**src/rtl/if_stage_ibuf_if.sv**
```systemverilog
// Handshake and data bundle between pre-IF, inst cache, IF buffer and decode.
// The IF stage uses the slave modport; its environment uses master.
interface if_stage_ibuf_if #(
   parameter int PF_TO_FS_BUS_WD = 39,
   parameter int FS_TO_DS_BUS_WD = 71
);
   logic                       pfs_to_fs_valid;
   logic [PF_TO_FS_BUS_WD-1:0] preif_to_fs_bus;
   logic                       fs_allowin;
   logic [4:0]                 inst_offset;
   logic                       inst_cache_data_ok;
   logic [127:0]               inst_cache_rdata;
   logic                       fs_reflush;
   logic                       ds_allowin;
   logic                       fs_to_ds_valid;
   logic [FS_TO_DS_BUS_WD-1:0] fs_to_ds_bus;

   modport master (
      output pfs_to_fs_valid, preif_to_fs_bus, inst_cache_data_ok, inst_cache_rdata,
      output fs_reflush, ds_allowin,
      input  fs_allowin, inst_offset, fs_to_ds_valid, fs_to_ds_bus
   );

   modport slave (
      input  pfs_to_fs_valid, preif_to_fs_bus, inst_cache_data_ok, inst_cache_rdata,
      input  fs_reflush, ds_allowin,
      output fs_allowin, inst_offset, fs_to_ds_valid, fs_to_ds_bus
   );
endinterface

```
**src/rtl/if_stage_ibuf.sv**
```systemverilog
// IF stage: in-order matching of fetch requests to 128-bit cache lines,
// feeding an instruction queue that hands one instruction per cycle to decode.
module if_stage_ibuf #(
   parameter int IQ_DEPTH = 8
) (
   input  logic           clk,
   input  logic           reset,
   if_stage_ibuf_if.slave fs
);
   localparam int PTR_W  = $clog2(IQ_DEPTH);
   localparam int CNT_W  = PTR_W + 1;
   localparam int FREE_W = CNT_W + 1;

   logic [31:0]      pend_pc_reg   [2];
   logic             pend_exc_reg  [2];
   logic [4:0]       pend_type_reg [2];
   logic             pend_tlb_reg  [2];
   logic             pend_head_reg, pend_head_next;
   logic [1:0]       pend_cnt_reg, pend_cnt_next;
   logic [1:0]       cancel_cnt_reg, cancel_cnt_next;
   logic [1:0]       off_lo_reg;
   logic [70:0]      iq_mem [IQ_DEPTH];
   logic [PTR_W-1:0] rd_ptr_reg, rd_ptr_next, wr_ptr_reg, wr_ptr_next;
   logic [CNT_W-1:0] iq_count_reg, iq_count_next;

   logic        accept, pop, has_head, exc_take, resp_take, head_pop;
   logic        pend_tail, allow_normal, allow_flush;
   logic [31:0] h_pc;
   logic        h_exc, h_tlb;
   logic [4:0]  h_type;
   logic [2:0]  wr_cnt, cancel_flush;
   logic [1:0]  nonexc_pend;
   logic [FREE_W-1:0] iq_free;
   logic [3:0]  lane_en;
   logic [70:0] lane_data [4];

   assign h_pc   = pend_pc_reg[pend_head_reg];
   assign h_exc  = pend_exc_reg[pend_head_reg];
   assign h_type = pend_type_reg[pend_head_reg];
   assign h_tlb  = pend_tlb_reg[pend_head_reg];

   assign has_head  = pend_cnt_reg != 2'd0;
   assign exc_take  = has_head & h_exc & ~fs.fs_reflush;
   assign resp_take = fs.inst_cache_data_ok & (cancel_cnt_reg == 2'd0) & has_head & ~h_exc
                      & ~fs.fs_reflush;
   assign head_pop  = exc_take | resp_take;
   assign wr_cnt    = resp_take ? (3'd4 - {1'b0, h_pc[3:2]}) : {2'b00, exc_take};

   assign fs.fs_to_ds_valid = (iq_count_reg != '0) & ~fs.fs_reflush;
   assign fs.fs_to_ds_bus   = iq_mem[rd_ptr_reg];
   assign fs.inst_offset    = 5'd16 - {1'b0, off_lo_reg, 2'b00};
   assign pop               = fs.fs_to_ds_valid & fs.ds_allowin;
   assign accept            = fs.pfs_to_fs_valid & fs.fs_allowin;

   always_comb begin
      nonexc_pend = 2'd0;
      for (int i = 0; i < 2; i++)
         if (2'(i) < pend_cnt_reg && !pend_exc_reg[pend_head_reg ^ 1'(i)])
            nonexc_pend = nonexc_pend + 2'd1;
   end

   // Every issued non-exception request still owes a response; on flush they become drops.
   assign cancel_flush = {1'b0, cancel_cnt_reg} + {1'b0, nonexc_pend}
                         - {2'b00, fs.inst_cache_data_ok};
   assign iq_free      = FREE_W'(IQ_DEPTH) - FREE_W'(iq_count_reg) + FREE_W'(pop);
   assign allow_normal = ({1'b0, pend_cnt_reg} + {1'b0, cancel_cnt_reg} < 3'd2)
                         & (iq_free >= FREE_W'({pend_cnt_reg + 2'd1, 2'b00}));
   // In the flush cycle the IQ and pending FIFO empty, so only the drop count limits the
   // reflush-pc request; it is capped so no more than three responses are ever owed.
   assign allow_flush  = cancel_flush <= 3'd2;
   assign fs.fs_allowin = fs.fs_reflush ? allow_flush : allow_normal;

   for (genvar gi = 0; gi < 4; gi++) begin : g_lane
      logic [2:0] widx;
      assign widx = {1'b0, h_pc[3:2]} + 3'(gi);
      assign lane_en[gi] = resp_take ? (widx < 3'd4) : ((gi == 0) && exc_take);
      assign lane_data[gi] = exc_take
         ? {h_tlb, 1'b1, h_type, h_pc, 32'h0}
         : {2'b00, 5'h00, h_pc + 32'(4 * gi), fs.inst_cache_rdata[32*widx[1:0] +: 32]};
   end

   always_comb begin
      pend_tail       = pend_head_reg ^ pend_cnt_reg[0];
      pend_head_next  = pend_head_reg ^ head_pop;
      pend_cnt_next   = pend_cnt_reg + {1'b0, accept} - {1'b0, head_pop};
      cancel_cnt_next = cancel_cnt_reg
                        - {1'b0, fs.inst_cache_data_ok & (cancel_cnt_reg != 2'd0)};
      rd_ptr_next     = rd_ptr_reg + PTR_W'(pop);
      wr_ptr_next     = wr_ptr_reg + PTR_W'(wr_cnt);
      iq_count_next   = iq_count_reg + CNT_W'(wr_cnt) - CNT_W'(pop);
      if (fs.fs_reflush) begin
         pend_tail       = 1'b0;
         pend_head_next  = 1'b0;
         pend_cnt_next   = {1'b0, accept};
         cancel_cnt_next = cancel_flush[1:0];
         rd_ptr_next     = '0;
         wr_ptr_next     = '0;
         iq_count_next   = '0;
      end
   end

   always_ff @(posedge clk) begin
      if (reset) begin
         pend_head_reg  <= 1'b0;
         pend_cnt_reg   <= 2'd0;
         cancel_cnt_reg <= 2'd0;
         off_lo_reg     <= 2'b11;
         rd_ptr_reg     <= '0;
         wr_ptr_reg     <= '0;
         iq_count_reg   <= '0;
      end else begin
         pend_head_reg  <= pend_head_next;
         pend_cnt_reg   <= pend_cnt_next;
         cancel_cnt_reg <= cancel_cnt_next;
         rd_ptr_reg     <= rd_ptr_next;
         wr_ptr_reg     <= wr_ptr_next;
         iq_count_reg   <= iq_count_next;
         if (accept)
            off_lo_reg <= fs.preif_to_fs_bus[3:2];
      end
   end

   always_ff @(posedge clk) begin
      if (accept) begin
         pend_pc_reg[pend_tail]   <= fs.preif_to_fs_bus[31:0];
         pend_type_reg[pend_tail] <= fs.preif_to_fs_bus[36:32];
         pend_exc_reg[pend_tail]  <= fs.preif_to_fs_bus[37];
         pend_tlb_reg[pend_tail]  <= fs.preif_to_fs_bus[38];
      end
      for (int i = 0; i < 4; i++)
         if (lane_en[i])
            iq_mem[wr_ptr_reg + PTR_W'(i)] <= lane_data[i];
   end

   a_resp_has_owner: assert property (@(posedge clk) disable iff (reset)
      (fs.inst_cache_data_ok && cancel_cnt_reg == 2'd0) |-> (has_head && !h_exc));

   a_iq_no_overflow: assert property (@(posedge clk) disable iff (reset)
      !fs.fs_reflush |-> ({1'b0, iq_count_reg} + FREE_W'(wr_cnt) - FREE_W'(pop))
                         <= FREE_W'(IQ_DEPTH));
endmodule
```
**src/flat_wrapper.sv**
```systemverilog
// flat-port wrapper written by rule: the top's interface ports become plain ports
module if_stage_ibuf_flat 
#(
   parameter int IQ_DEPTH = 8
)
  (clk, reset, fs_pfs_to_fs_valid, fs_preif_to_fs_bus, fs_inst_cache_data_ok, fs_inst_cache_rdata, fs_fs_reflush, fs_ds_allowin, fs_fs_allowin, fs_inst_offset, fs_fs_to_ds_valid, fs_fs_to_ds_bus);
  if_stage_ibuf_if fs_i ();
  input  logic clk;
  input  logic reset;
  input wire logic [$bits(fs_i.pfs_to_fs_valid)-1:0] fs_pfs_to_fs_valid;
  input wire logic [$bits(fs_i.preif_to_fs_bus)-1:0] fs_preif_to_fs_bus;
  input wire logic [$bits(fs_i.inst_cache_data_ok)-1:0] fs_inst_cache_data_ok;
  input wire logic [$bits(fs_i.inst_cache_rdata)-1:0] fs_inst_cache_rdata;
  input wire logic [$bits(fs_i.fs_reflush)-1:0] fs_fs_reflush;
  input wire logic [$bits(fs_i.ds_allowin)-1:0] fs_ds_allowin;
  output wire logic [$bits(fs_i.fs_allowin)-1:0] fs_fs_allowin;
  output wire logic [$bits(fs_i.inst_offset)-1:0] fs_inst_offset;
  output wire logic [$bits(fs_i.fs_to_ds_valid)-1:0] fs_fs_to_ds_valid;
  output wire logic [$bits(fs_i.fs_to_ds_bus)-1:0] fs_fs_to_ds_bus;
  assign fs_i.pfs_to_fs_valid = fs_pfs_to_fs_valid;
  assign fs_i.preif_to_fs_bus = fs_preif_to_fs_bus;
  assign fs_i.inst_cache_data_ok = fs_inst_cache_data_ok;
  assign fs_i.inst_cache_rdata = fs_inst_cache_rdata;
  assign fs_i.fs_reflush = fs_fs_reflush;
  assign fs_i.ds_allowin = fs_ds_allowin;
  assign fs_fs_allowin = fs_i.fs_allowin;
  assign fs_inst_offset = fs_i.inst_offset;
  assign fs_fs_to_ds_valid = fs_i.fs_to_ds_valid;
  assign fs_fs_to_ds_bus = fs_i.fs_to_ds_bus;
  if_stage_ibuf #(.IQ_DEPTH(IQ_DEPTH)) u_core (.clk(clk), .reset(reset), .fs(fs_i));
endmodule
```
**config.mk**
```make
export PLATFORM = sky130hd
export DESIGN_NAME = if_stage_ibuf_flat
export DESIGN_NICKNAME = d
export VERILOG_FILES = /design/src/rtl/if_stage_ibuf_if.sv /design/src/rtl/if_stage_ibuf.sv /design/src/flat_wrapper.sv
export SDC_FILE = /design/constraint.sdc
export NUM_CORES = 2
export LEC_CHECK = 0
export BUFFER_PORTS_ARGS = -buffer_cell sky130_fd_sc_hd__buf_4
export CAP_MARGIN = 15
export CORE_ASPECT_RATIO = 1.25
export CORE_MARGIN = 2
export CORE_UTILIZATION = 45
export CTS_CLUSTER_DIAMETER = 80
export DETAILED_ROUTE_END_ITERATION = 10
export SYNTH_ARGS = -nofsm -noshare
export SYNTH_HDL_FRONTEND = slang
export SYNTH_SLANG_ARGS = --single-unit
```
**constraint.sdc**
```tcl
create_clock -name clk -period 8.5 [get_ports clk]
set_input_delay 0.85 -clock clk [delete_from_list [all_inputs] [get_ports clk]]
set_output_delay 0.85 -clock clk [all_outputs]
set_load 0.02 [all_outputs]
```
== After elaboration in Yosys (flattened, before gate mapping) ==
Memory sizes are Yosys's and may differ from the RTL's. A register that Yosys moved wholly into a read port is not among the register bits.
Cells that the tools add are included.

* Register bits: 17
* RAM bits: 646
* Output and inout bits: 78
* Memories kept: 5

{| class="wikitable"
|+ Memories
! name !! words !! bits a word !! rd ports !! clocked after Yosys merged registers in !! wr ports !! line !! text
|-
| u_core.iq_mem || 8 || 71 || 1 || 1 || 4 || if_stage_ibuf.sv:22 || <nowiki>logic [70:0] iq_mem [IQ_DEPTH];</nowiki>
|-
| u_core.pend_pc_reg || 2 || 32 || 1 || 1 || 1 || if_stage_ibuf.sv:14 || <nowiki>logic [31:0] pend_pc_reg [2];</nowiki>
|-
| u_core.pend_type_reg || 2 || 5 || 1 || 1 || 1 || if_stage_ibuf.sv:16 || <nowiki>logic [4:0] pend_type_reg [2];</nowiki>
|-
| u_core.pend_exc_reg || 2 || 1 || 2 || 1 || 1 || if_stage_ibuf.sv:15 || <nowiki>logic pend_exc_reg [2];</nowiki>
|-
| u_core.pend_tlb_reg || 2 || 1 || 1 || 1 || 1 || if_stage_ibuf.sv:17 || <nowiki>logic pend_tlb_reg [2];</nowiki>
|}

* Add/subtract/negate cells: 25
* Order comparisons: 9
* Shifts and indexed selects: 4
* Mux-type cells: 30
* Bitwise operators: 17
* Reduce and logical (&&, ||, !) cells: 9

{| class="wikitable"
|+ Operators by type and width
! kind !! number
|-
| $shiftx A128 B8 Y32 || 4
|-
| $mux W71 || 4
|-
| $add A32 B4 Y32 const B || 2
|-
| $add A32 B3 Y32 const B || 1
|-
| $mux W1 || 22
|-
| $and A1 B1 Y1 || 11
|-
| $lt A3 B3 Y1 const B || 3
|-
| $add A2 B2 Y3 || 2
|-
| $add A2 B2 Y3 const B || 2
|-
| $add A3 B2 Y3 const B || 2
|-
| $mux W3 || 2
|-
| $add A5 B1 Y5 || 1
|-
| $ge A5 B4 Y1 || 1
|-
| $sub A4 B4 Y5 const A || 1
|-
| $sub A5 B4 Y5 const A || 1
|-
| $add A2 B1 Y2 const B || 2
|-
| $add A4 B3 Y4 || 1
|-
| $lt A1 B2 Y1 const A || 2
|-
| $mux W2 || 2
|-
| $reduce_bool A2 Y1 || 2
|-
| $reduce_bool A4 Y1 || 1
|-
| $sub A2 B1 Y2 || 2
|-
| $sub A4 B1 Y4 || 1
|-
| $add A2 B1 Y3 const B || 1
|-
| other kinds (16) || 21
|}

== Logic depth before layout (Yosys ltp) ==
* Depth after elaboration: 13
* Mapped depth: 21

== Worst setup path before layout ==
No wires, ideal clock.

* Path kind: input-to-reg
* Start point: input fs_fs_reflush
* End point: memory u_core.iq_mem[1][0] (enable)
* Setup time: 0.605 ns
* Arrival time: 7.398 ns
* Slack: 0.497 ns
* Stages: 9
* Buffers on the path: 2
* Path through: nor2_1 -> nand2_1 -> clkbuf_1 -> clkbuf_1 -> inv_1 -> nor2_1 -> inv_1 -> nand2_1 -> o31ai_1

{| class="wikitable"
|+ RTL lines
! element !! line !! text
|-
| start: declaration || flat_wrapper.sv:14 || <nowiki>input wire logic [$bits(fs_i.fs_reflush)-1:0] fs_fs_reflush;</nowiki>
|-
| end: declaration || if_stage_ibuf.sv:22 ||
|}

==> impl_metrics.tcl <==
set metrics [dict create \
    clock_latency_reported_for_the_late_side_of_the_worst_skew_pair_ns 0.64 \
    timing_worst_setup_path_type "flop to flop" \
    worst_setup_path_start_kind "flop" \
    dominantRegCellSynth "edfxtp_1" \
    design.portCount 251 \
    grt_start_max_net_pins 98 \
    hpwlAfterDp_mm 86.11 \
    num-fill-cells 7818 \
    worstRegToRegCells 11 \
    relSlewSlack 0.1602 \
    ys_warn_count 0 \
    result_of_the_run "finished, final reports clean" \
    fin_hold_ws_ns 0.4069 \
    clock-root-buffer "clkbuf_16" \
    cts_repair_resizes 0 \
    synth_top_area_cell "edfxtp_1" \
    synthDistinctLibCells 73 \
    clkSlewWorstSetupHoldPaths_ns 0.06 \
    standard_cell_row_count 122 \
    asyncSetResetFlopFracSynth 0 \
    route.detailed.wl_per_inst_um 28.97 \
    floorplan.die.width_um 271.7 \
    die_h_um 338.6 \
    postSynthRegisterBits 663 \
    grt_use_total 0.3100 \
    hold_viol 0 \
    max-vdd-ir-drop_mv 0.1456 \
    instances_no_fill 5040 \
    drt-pass1-iter-count 6 \
    pwr_density_cell_mw_per_mm2 225.4 \
    detailedRoute.firstIterationViolations 4528 \
    critical_path_required_ns 8.73 \
    whs_endpoint "u_core.pend_pc_reg[0][10]" \
    reg2reg_to "u_core.iq_mem[5][32]" \
    clock_tree.buffer_depth 3 \
    drive_gt1_frac 0.2222 \
    largest_reg_flops 568 \
    post-synth-top-area-fraction 0.4814 \
    maxCapViolCount 0 \
    slew_viol_final 0 \
    vias_per_cell 6.564 \
    post_cts_hold_buffer_count 0 \
    synth_enable_flop_cells 646 \
    synthesis.instances 3708 \
    postRouteAntennaNets 0 \
    timing.hold.worst.class "primary input to flop" \
    mappedNetlistArea_mm2 0.04030 \
    critPathArrivalTime_ns 5.51 \
    first_global_vias 31900 \
    postSynthAreaPerCell_um2 10.87 \
    grt_first_pass_wirelength_mm 211.0 \
    setup-violations-final 0 \
    endpoint_class_of_the_critical_path "flop" \
    portBuffers 248 \
    area_delta_synth_final_pct 13.22 \
    finalClockSkew_ns 0.02085 \
    fp.coreArea_mm2 0.08869 \
    fp.dieArea_mm2 0.09198 \
    critical_path.max_fanout 53 \
    place.gp.congestion 0.9384 \
    gr_overflow_total 0 \
    routed_wl_mm 146.0 \
    finalWorstPathRequiredPeriod_ns 5.273 \
    diodes 0 \
    power.total_uw 10280 \
    period_share 0.6204 \
    area.sequential_mm2 0.01975 \
    hold_path_depth 1 \
    worst_slew_pin_slew_ns 1.233 \
    synth.top_cells.by_area "edfxtp_1, mux4_2, mux2_2" \
    tritoncts "built" \
    htree_levels 3 \
    numCtsBuffers 72 \
    power.static_leakage_uw 0.01530 \
    antenna_found_initial 1 \
    multiInputGateArea_mm2 0.01938 \
    drcViolationCount 0 \
    min_from "fs_preif_to_fs_bus[10]" \
    clkSinkCount 663 \
    nets_final 4014 \
    via_count 33080 \
    rsz0062_at_grt "false" \
    ff2ff_setup_slack_ns 3.23 \
    synth_seq_area_share 0.4898 \
    max_freq_mhz 189.6 \
    fin_setup_tns_ns 0 \
    post-cts-setup-buffer-count 0 \
    starting_utilization_of_the_core_area 0.4544 \
    placed_cells 4912 \
    timing.rr.start "u_core.pend_head_reg" \
]
-- layout by cell type (no fill, tap or decap), drive strengths merged, types with 6 or more instances in the layout --
master   instances
a2111oi         24
a211oi          13
a21boi          16
a21oi          310
a221oi          11
a22oi           36
a31oi            6
and2            47
and3             7
buf            338
bufinv           6
clkbuf          92
clkinv          27
dfxtp           17
edfxtp         646
ha              28
inv             43
mux2           178
mux2i           90
mux4           180
nand2          358
nand2b           8
nand3           55
nand3b          15
nand4           12
nor2           454
nor3           219
o211ai          71
o21ai           88
o22ai          244
o31a            20
or2              9
or3             28
xnor2           81
xor2            28
-- cell families (layout without fill, tap and decap cells) --
kind of cell	count (synthesis)	after routing	share of synthesized area
fa+ha+maj	32	32	0.01068
compound gates	877	877	0.1338
flops	663	663	0.4898
mux	448	448	0.1735
simple gates	1225	1225	0.1333
other cells	1	2	0.00009305
buf+inv	353	506	0.03465
xor+xnor	109	109	0.02425
-- where the power goes --
| part | leakage, uW | switching, uW | internal, uW |
|---|---|---|---|
| Sequential | 0.00603 | 70.5 | 3910 |
| Combinational | 0.00815 | 2020 | 1150 |
| Clock | 0.00113 | 1330 | 1810 |
-- synthesized netlist by cell type, types with 10 or more instances --
| cell | number |
|---|---|
| nand3b_1 | 15 |
| nor2_1 | 454 |
| o31a_1 | 20 |
| mux2_2 | 178 |
| buf_2 | 30 |
| nand3_1 | 54 |
| inv_1 | 39 |
| ha_1 | 28 |
| o211ai_1 | 71 |
| edfxtp_1 | 646 |
| a2111oi_0 | 24 |
| clkbuf_1 | 234 |
| buf_1 | 40 |
| a221oi_1 | 11 |
| o22ai_1 | 244 |
| a22oi_1 | 35 |
| nor3_1 | 217 |
| mux4_2 | 180 |
| mux2i_1 | 84 |
| a21boi_0 | 16 |
| xor2_1 | 27 |
| or3_1 | 28 |
| xnor2_1 | 79 |
| a211oi_1 | 13 |
| o21ai_0 | 57 |
| nand4_1 | 10 |
| and2_1 | 45 |
| dfxtp_1 | 17 |
| a21oi_1 | 310 |
| nand2_1 | 357 |
| o21ai_1 | 31 |
-- through the flow --
| stage | cell area (um2) | setup slack [ns] | utilization |
|---|---|---|---|
| 3_5_place_dp | 43320 | 3.398 | 0.4884 |
| 6_report | 45630 | 3.227 | 0.5145 |
| 2_1_floorplan | 40300 | 0.4972 | - |
| 3_3_place_gp | 43320 | 3.384 | 0.4884 |
| 4_1_cts | 45610 | 3.362 | 0.5142 |
| 5_1_grt | 45630 | 3.153 | 0.5145 |
-- metal layers --
layer  global-route usage  wire [um]
met1               0.3931      53700
met2               0.5010      68450
met3              0.05901      15130
met4               0.1688       8729
met5                    0         13
-- area by class of cell --
cell class,instances,share of cell area
Sequential cell,663,0.4329
Timing Repair Buffer,338,0.05643
Clock buffer,92,0.04300
Multi-Input combinational cell,2693,0.4247
Inverter,41,0.003428
Clock inverter,35,0.007239
Tap cell,1178,0.03230
-- worst max path at each step --
stage                     slack, ns              endpoint                  from  depth (start not counted)
final                          3.23  u_core.iq_mem[5][32]  u_core.pend_head_reg                         11
after global routing           3.15  u_core.iq_mem[6][30]  u_core.pend_head_reg                         11
after CTS                      3.36  u_core.iq_mem[5][66]  u_core.pend_head_reg                         11
after detailed placement       3.40  u_core.iq_mem[5][64]  u_core.pend_head_reg                         11
after global placement         3.38  u_core.iq_mem[5][29]  u_core.pend_head_reg                         11
after floorplan                0.50   u_core.iq_mem[1][0]         fs_fs_reflush                          9
-- worst max-delay path, cell delays in order (launching register included) --
cell and delay [ns]:
dfxtp_4 0.40, mux2i_4 0.98, inv_2 0.07, ha_1 0.26
nor4_1 0.45, nand2_1 0.10, buf_4 0.35, nand2_1 0.14
buf_4 0.51, nor2_1 0.19, o21ai_4 0.38, buf_4 0.95
Power figures use the tool's default switching activity.
